$ cat src/rtl/lcd_timing_pkg.sv
// Panel timing constants and shared types for the 480x272 LCD raster generator.
// Counter and coordinate widths are fixed by the panel geometry.
package lcd_timing_pkg;

    localparam int LCD_H_ACTIVE = 480;
    localparam int LCD_H_FRONT  = 8;
    localparam int LCD_H_SYNC   = 4;
    localparam int LCD_H_BACK   = 43;
    localparam int LCD_H_TOTAL  = LCD_H_ACTIVE + LCD_H_FRONT
                                + LCD_H_SYNC + LCD_H_BACK;

    localparam int LCD_V_ACTIVE = 272;
    localparam int LCD_V_FRONT  = 8;
    localparam int LCD_V_SYNC   = 4;
    localparam int LCD_V_BACK   = 12;
    localparam int LCD_V_TOTAL  = LCD_V_ACTIVE + LCD_V_FRONT
                                + LCD_V_SYNC + LCD_V_BACK;

    localparam int X_W = 9;
    localparam int Y_W = 9;
    localparam int H_W = 10;
    localparam int V_W = 9;

    typedef struct packed {
        logic hsync;
        logic vsync;
        logic de;
        logic tick;
    } sync_t;

endpackage

$ cat src/rtl/pipe_delay.sv
// Fixed-depth shift register with async active-low reset.
// DEPTH = 0 is a plain wire so the caller need not special-case it.
module pipe_delay #(
    parameter int               WIDTH     = 1,
    parameter int               DEPTH     = 1,
    parameter logic [WIDTH-1:0] RESET_VAL = '0
) (
    input  logic             clk,
    input  logic             rst_n,
    input  logic [WIDTH-1:0] d,
    output logic [WIDTH-1:0] q
);

    if (DEPTH == 0) begin : g_wire
        logic unused_clk_rst;
        assign unused_clk_rst = clk ^ rst_n;
        assign q = d;
    end else begin : g_chain
        logic [WIDTH-1:0] sr [DEPTH];

        always_ff @(posedge clk or negedge rst_n) begin
            if (!rst_n) begin
                for (int i = 0; i < DEPTH; i++) begin
                    sr[i] <= RESET_VAL;
                end
            end else begin
                sr[0] <= d;
                for (int i = 1; i < DEPTH; i++) begin
                    sr[i] <= sr[i-1];
                end
            end
        end

        assign q = sr[DEPTH-1];
    end

endmodule

$ cat src/rtl/video_timing.sv
// Raster timing generator: h/v counters, undelayed coordinates and enables,
// and pipeline-aligned sync/de/frame-tick for the pixel stage output.
module video_timing
    import lcd_timing_pkg::*;
#(
    parameter int H_ACTIVE        = LCD_H_ACTIVE,
    parameter int H_FRONT         = LCD_H_FRONT,
    parameter int H_SYNC          = LCD_H_SYNC,
    parameter int H_BACK          = LCD_H_BACK,
    parameter int V_ACTIVE        = LCD_V_ACTIVE,
    parameter int V_FRONT         = LCD_V_FRONT,
    parameter int V_SYNC          = LCD_V_SYNC,
    parameter int V_BACK          = LCD_V_BACK,
    parameter int PIPE_DELAY      = 2,
    parameter int SYNC_ACTIVE_LOW = 1
) (
    input  logic           i_clk,
    input  logic           i_rst_n,
    output logic [X_W-1:0] o_x,
    output logic [Y_W-1:0] o_y,
    output logic           o_hde,
    output logic           o_vde,
    output logic           o_hsync,
    output logic           o_vsync,
    output logic           o_de,
    output logic           o_frame_tick
);

    localparam int H_TOTAL = H_ACTIVE + H_FRONT + H_SYNC + H_BACK;
    localparam int V_TOTAL = V_ACTIVE + V_FRONT + V_SYNC + V_BACK;
    localparam int HS_BEG  = H_ACTIVE + H_FRONT;
    localparam int HS_END  = HS_BEG + H_SYNC;
    localparam int VS_BEG  = V_ACTIVE + V_FRONT;
    localparam int VS_END  = VS_BEG + V_SYNC;

    localparam logic  IDLE     = (SYNC_ACTIVE_LOW != 0);
    localparam sync_t SYNC_RST = '{hsync: IDLE, vsync: IDLE,
                                   de: 1'b0, tick: 1'b0};

    if (H_TOTAL > 1024) begin : g_h_chk
        $error("video_timing: H_TOTAL exceeds 1024");
    end
    if (V_TOTAL > 512) begin : g_v_chk
        $error("video_timing: V_TOTAL exceeds 512");
    end
    if (PIPE_DELAY < 0 || PIPE_DELAY > 7) begin : g_d_chk
        $error("video_timing: PIPE_DELAY outside 0..7");
    end

    logic [H_W-1:0] hcnt;
    logic [V_W-1:0] vcnt;
    logic           h_wrap;
    logic           v_wrap;

    assign h_wrap = int'(hcnt) == H_TOTAL - 1;
    assign v_wrap = int'(vcnt) == V_TOTAL - 1;

    always_ff @(posedge i_clk or negedge i_rst_n) begin
        if (!i_rst_n) begin
            hcnt <= '0;
            vcnt <= '0;
        end else begin
            hcnt <= h_wrap ? '0 : hcnt + 1'b1;
            if (h_wrap) begin
                vcnt <= v_wrap ? '0 : vcnt + 1'b1;
            end
        end
    end

    logic  hde;
    logic  vde;
    logic  hs_on;
    logic  vs_on;
    sync_t sync_d;
    sync_t sync_q;

    // vcnt only moves on the hcnt wrap, so vsync spans whole lines
    always_comb begin
        hde   = int'(hcnt) < H_ACTIVE;
        vde   = int'(vcnt) < V_ACTIVE;
        hs_on = (int'(hcnt) >= HS_BEG) && (int'(hcnt) < HS_END);
        vs_on = (int'(vcnt) >= VS_BEG) && (int'(vcnt) < VS_END);
        sync_d       = SYNC_RST;
        sync_d.hsync = hs_on ^ IDLE;
        sync_d.vsync = vs_on ^ IDLE;
        sync_d.de    = hde & vde;
        sync_d.tick  = (hcnt == '0) && (vcnt == '0);
    end

    pipe_delay #(
        .WIDTH     ($bits(sync_t)),
        .DEPTH     (PIPE_DELAY),
        .RESET_VAL (SYNC_RST)
    ) u_pipe (
        .clk   (i_clk),
        .rst_n (i_rst_n),
        .d     (sync_d),
        .q     (sync_q)
    );

    assign o_x          = hde ? hcnt[X_W-1:0] : '0;
    assign o_y          = vde ? vcnt : '0;
    assign o_hde        = hde;
    assign o_vde        = vde;
    assign o_hsync      = sync_q.hsync;
    assign o_vsync      = sync_q.vsync;
    assign o_de         = sync_q.de;
    assign o_frame_tick = sync_q.tick;

endmodule

$ cat config.mk
export PLATFORM = sky130hd
export DESIGN_NAME = video_timing
export DESIGN_NICKNAME = d
export VERILOG_FILES = /design/src/rtl/lcd_timing_pkg.sv /design/src/rtl/pipe_delay.sv /design/src/rtl/video_timing.sv
export SDC_FILE = /design/constraint.sdc
export NUM_CORES = 1
export LEC_CHECK = 0
export BUFFER_PORTS_ARGS = -buffer_cell sky130_fd_sc_hd__buf_2
export CAP_MARGIN = 20
export CORE_MARGIN = 1.5
export CORE_UTILIZATION = 50
export DETAILED_ROUTE_END_ITERATION = 8
export PLACE_DENSITY_LB_ADDON = 0.12
export REMOVE_ABC_BUFFERS = 1
export SLEW_MARGIN = 20
export SYNTH_ARGS = -nofsm -noshare
export SYNTH_HDL_FRONTEND = slang
export SYNTH_HIERARCHICAL = 1
export SYNTH_SLANG_ARGS = --single-unit
export TNS_END_PERCENT = 50
$ cat constraint.sdc
create_clock -name i_clk -period 3.1 [get_ports i_clk]
set_input_delay 0.62 -clock i_clk [delete_from_list [all_inputs] [get_ports i_clk]]
set_output_delay 0.62 -clock i_clk [all_outputs]
set_load 0.01 [all_outputs]
* After elaboration in Yosys (flattened, before gate mapping)
Cells that the tools add are included.
** Word-level totals
- Output and inout bits :: 24
- Bits of input ports :: 2
- Logic and storage cells :: 26
- Bits in registers :: 27
** Operators by class
- Add/sub/neg operators :: 2
- Reduce and logical (&&, ||, !) cells :: 5
- Equal/unequal tests :: 2
- Magnitude comparators :: 6
- Mux-type cells :: 4
- Bitwise logic cells :: 3
** Operators by type and width (number)
- $mux 9 :: 3
- $lt 10x9->1 const B :: 2
- $lt 9x9->1 const B :: 2
- $add 10x1->10 const B :: 1
- $eq 10x10->1 const B :: 1
- $ge 10x9->1 const B :: 1
- $logic_not 10->1 :: 1
- $mux 10 :: 1
- $add 9x1->9 const B :: 1
- $eq 9x9->1 const B :: 1
- $ge 9x9->1 const B :: 1
- $logic_not 9->1 :: 1
- $logic_and 1x1->1 :: 3
- $not 1->1 :: 2
- $and 1x1->1 :: 1

* Logic depth before layout (Yosys ltp)
- Depth after elaboration :: 3
- Depth in mapped cells :: 8

* By module
Netlist, hierarchy kept.
** Modules (own cells, without submodules)
- video_timing :: cells an instance 124, instances 1, sequential area each 475.5 µm², area each 1143.6 µm²
- pipe_delay :: cells an instance 12, instances 1, sequential area each 205.2 µm², area each 235.2 µm²

* Worst setup path before layout
Ideal clock, no wire load.
- Path type :: register to output
- From :: register vcnt[5]
- To :: output port o_y[2]
- Setup slack :: 1074 ps
- Arrival time :: 1406 ps
- Cell stages (with the launch flop) :: 5
- Buffers on the path :: 0
- Cell sequence :: dfrtp_1 or3_1 or2_2 nand2_1 and2_1
** On the way
- Longest elaborated chain between the ends :: 2
** RTL lines
- start: declaration :: line video_timing.sv:51 : logic [V_W-1:0] vcnt;
- start signal: assignment :: line video_timing.sv:65 : vcnt <= v_wrap ? '0 : vcnt + 1'b1;
- $lt 9x9->1 :: line video_timing.sv:80 : vde = int'(vcnt) < V_ACTIVE;
- net o_vde :: line video_timing.sv:22 : output logic o_vde,
- $mux 9 :: line video_timing.sv:102 : assign o_y = vde ? vcnt : '0;
- end: declaration :: line video_timing.sv:20 : output logic [Y_W-1:0] o_y,
The timed path passes the listed nets, and every way through them passes these cells.

* Worst setup path after layout
- From :: register vcnt[6]
- To :: output port o_y[2]
** On the way
- Longest elaborated chain between the ends :: 2
** RTL lines (line)
- $lt 9x9->1 :: video_timing.sv:80
- $mux 9 :: video_timing.sv:102
Every way passes these cells.

==> metrics <==
Clk pwr share=a little under a third; Slew HR=60.8%; setup bufs post-CTS=0; top cells by count, synth=dfrtp_1, nor2_1, and2_1, nand3_1, xnor2_1; Inserted Clock Buffers=3; Worst Path Required=between 2 and 2.5 ns; crit path launch type=flop; initial antenna violation count=0; Final Skew=0.00741 ns; fin cells=186; top-count cell post-synth=dfrtp_1; Core ar.=0.00254 mm2; endpoints failing setup=0; layout net count=164; Synth cell types=33; Sw Pwr=111 uW; Area growth, synth to finish=9.26%; P per Cell Area=341 mW/mm2; status=finished, final reports clean; CTS root buf=clkbuf_4; ys async rst share=100%; crit path DAT=1.90 ns; top-area cell type share of the netlist area=41.7%; # hold bufs at CTS=0; hold crit path type=primary input to async pin; DIE HEIGHT=roughly 56 um; min Tclk post-route=2.52 ns; routed vias=roughly 1000; Max Slew Vio Count=0; Post-synth EDFFs=0; crit-path max FO=6; 1st-pass router iterations=4; max cap viols=0; port bufs=25; Critical Path End Type=output port; placed insts=about 180; largest area contributor in the netlist=dfrtp_1; period utilization=around 81%; Seq cells post-synth=27; internal cell power=402 uW; final-report hold violation count=0; global route overflow=0; H-Tree Level Count=1; largest cells by area after synthesis=dfrtp_1, dfstp_2, and2_1; Clock Sinks=27; reg-to-reg setup timing slack=0.98 ns; Setup TNS=0 ns; Max Fclk=between 0.3 and 0.4 GHz; Total GRT Usage=between 10% and 20%; Die Span X=~56 um; Initial Util=54.2%; Reg power frac=68.7%; logic gate share of total power=1.3%; total die area=0.00308 mm2; residual DRC count=0; ratio of cells with drive above 1 in the final layout=24.4%; clock latency on the worst-skew pair=~0.32 ns; LEAKAGE=0.000718 uW; Detail Route Antenna Nets=0; Routed WL=2460 um; crit path kind=flop to output port; switching share of power=a little over a fifth; Worst R2R Path Depth=5; Cells after Synth=136; Clock transition at path regs=0.15 ns; number of global-route vias before repair=934; ANT cells=0; Top FF cell, synth=dfrtp_1; CTS tree=built; Bufs on Longest Clock Path=2; initial DRC count=18; Yosys warnings=6; Vias/cell=5.32; largest net degree at the start of global routing=28; Max VDD drop=0.225 mV; Site Rows=18; synthesized area=between 0.001 and 0.0015 mm2; CTS resizes=0; RSZ-0062 raised after global routing=no; HPWL Detailed=1840 um; Filler cells=232; Worst Max-Slew Pin Slew=~0.58 ns; GP Congestion=0.831; routed len/inst=~13 um; Synth Area per Inst=10.1 um2; sequential cell area fraction in the yosys report=between 40% and 50%; I/O pin cnt=26; first-pass GRT wire length=approximately 4400 um
## flip-flops by register name, indices dropped and copies added (netlist names)
register / count
hcnt: 10
vcnt: 9
u_pipe/q: 4
u_pipe/g_chain.sr: 4
## worst paths after layout
path                                           startpoint                        endpoint
max                                   vcnt[6]$_DFFE_PN0N_                          o_y[2]
min                                               i_rst_n  u_pipe/g_chain.sr[5]$_DFF_PN0_
max reg2reg                             hcnt[6]$_DFF_PN0_             vcnt[2]$_DFFE_PN0N_
min reg2reg                u_pipe/g_chain.sr[7]$_DFF_PN1_           u_pipe/q[3]$_DFF_PN1_
max in group asynchronous                         i_rst_n             vcnt[4]$_DFFE_PN0N_
min in group i_clk         u_pipe/g_chain.sr[7]$_DFF_PN1_           u_pipe/q[3]$_DFF_PN1_
## stage by stage
stage	util, %	cell area (um2)	worst slack, ns	total power [uW]	hold WS [ns]
after detailed placement	58.0	1480	0.955	367	0.342
after global routing	59.2	1510	0.443	541	0.292
after floorplan	-	1310	0.926	359	0.324
final	59.2	1510	0.580	513	0.274
after CTS	59.2	1510	0.565	521	0.291
after global placement	58.0	1480	1.01	366	0.337
## cell type report
class / instances / area, um2 / share of cell area (%)
Clock buffer: 3 / 22.5 / 1.50
Clock inverter: 1 / 7.51 / 0.498
Inverter: 5 / 18.8 / 1.25
Multi-Input combinational cell: 94 / 607 / 40.3
Sequential cell: 27 / 681 / 45.2
Tap cell: 30 / 37.5 / 2.49
Timing Repair Buffer: 26 / 133 / 8.80
## cells by family (layout without fill, tap and decap cells)
kind of cell               after synthesis  in the layout  synth area share [%]
and+or+nand+nor                         66             66                  26.5
adders and majority gates                5              5                  4.54
AOI/OAI and AO/OA                       10             10                  4.63
xor gates and xnor gates                12             12                  7.62
DFF                                     27             27                  49.4
buffers and inverters                   15             35                  6.62
muxes                                    1              1                 0.726
## cells in the final DEF (no fill, tap or decap)
cell	count
buf_2	25
dfrtp_1	23
nor2_1	13
and2_1	11
nand3_1	11
xnor2_1	7
nand2_1	6
nand4_1	6
inv_1	5
xor2_1	5
nor2b_1	5
ha_1	5
dfstp_2	4
nor3_1	3
a21oi_1	3
o21ai_0	3
clkbuf_4	3
and4_1	2
and3_1	2
or4_4	1
nor3_2	1
or3_1	1
or2_2	1
nor4b_1	1
nor4_1	1
or4_1	1
a31oi_1	1
a21bo_2	1
a32o_1	1
a21boi_0	1
mux2i_1	1
clkinvlp_4	1
buf_4	1
## critical path, cell delays in order, from the launching register on
cell     delay (ns)
dfrtp_1        0.48
or3_1          0.38
or2_2          0.34
nand2_1        0.13
and2_1         0.14
buf_2          0.12
## metal layers
metal  part of all wire, %  up-vias  routed length, um  track usage [%]
met5                     0        -                  0                0
met4                   1.5        0                 38             6.62
met3                   4.1        4                100             3.51
met2                    46       22               1130             27.0
met1                    49      468               1200             25.3
li1                      -      495                  -                -
## power groups by stage
stage	registers [uW]	clock network, uW	logic, uW
after floorplan	359	0	0.000248
after global placement	359	0	7.52
after detailed placement	359	0	7.63
after CTS	353	161	7.60
after global routing	353	179	8.62
final	353	154	6.89
(Power assumes the default switching activity.)
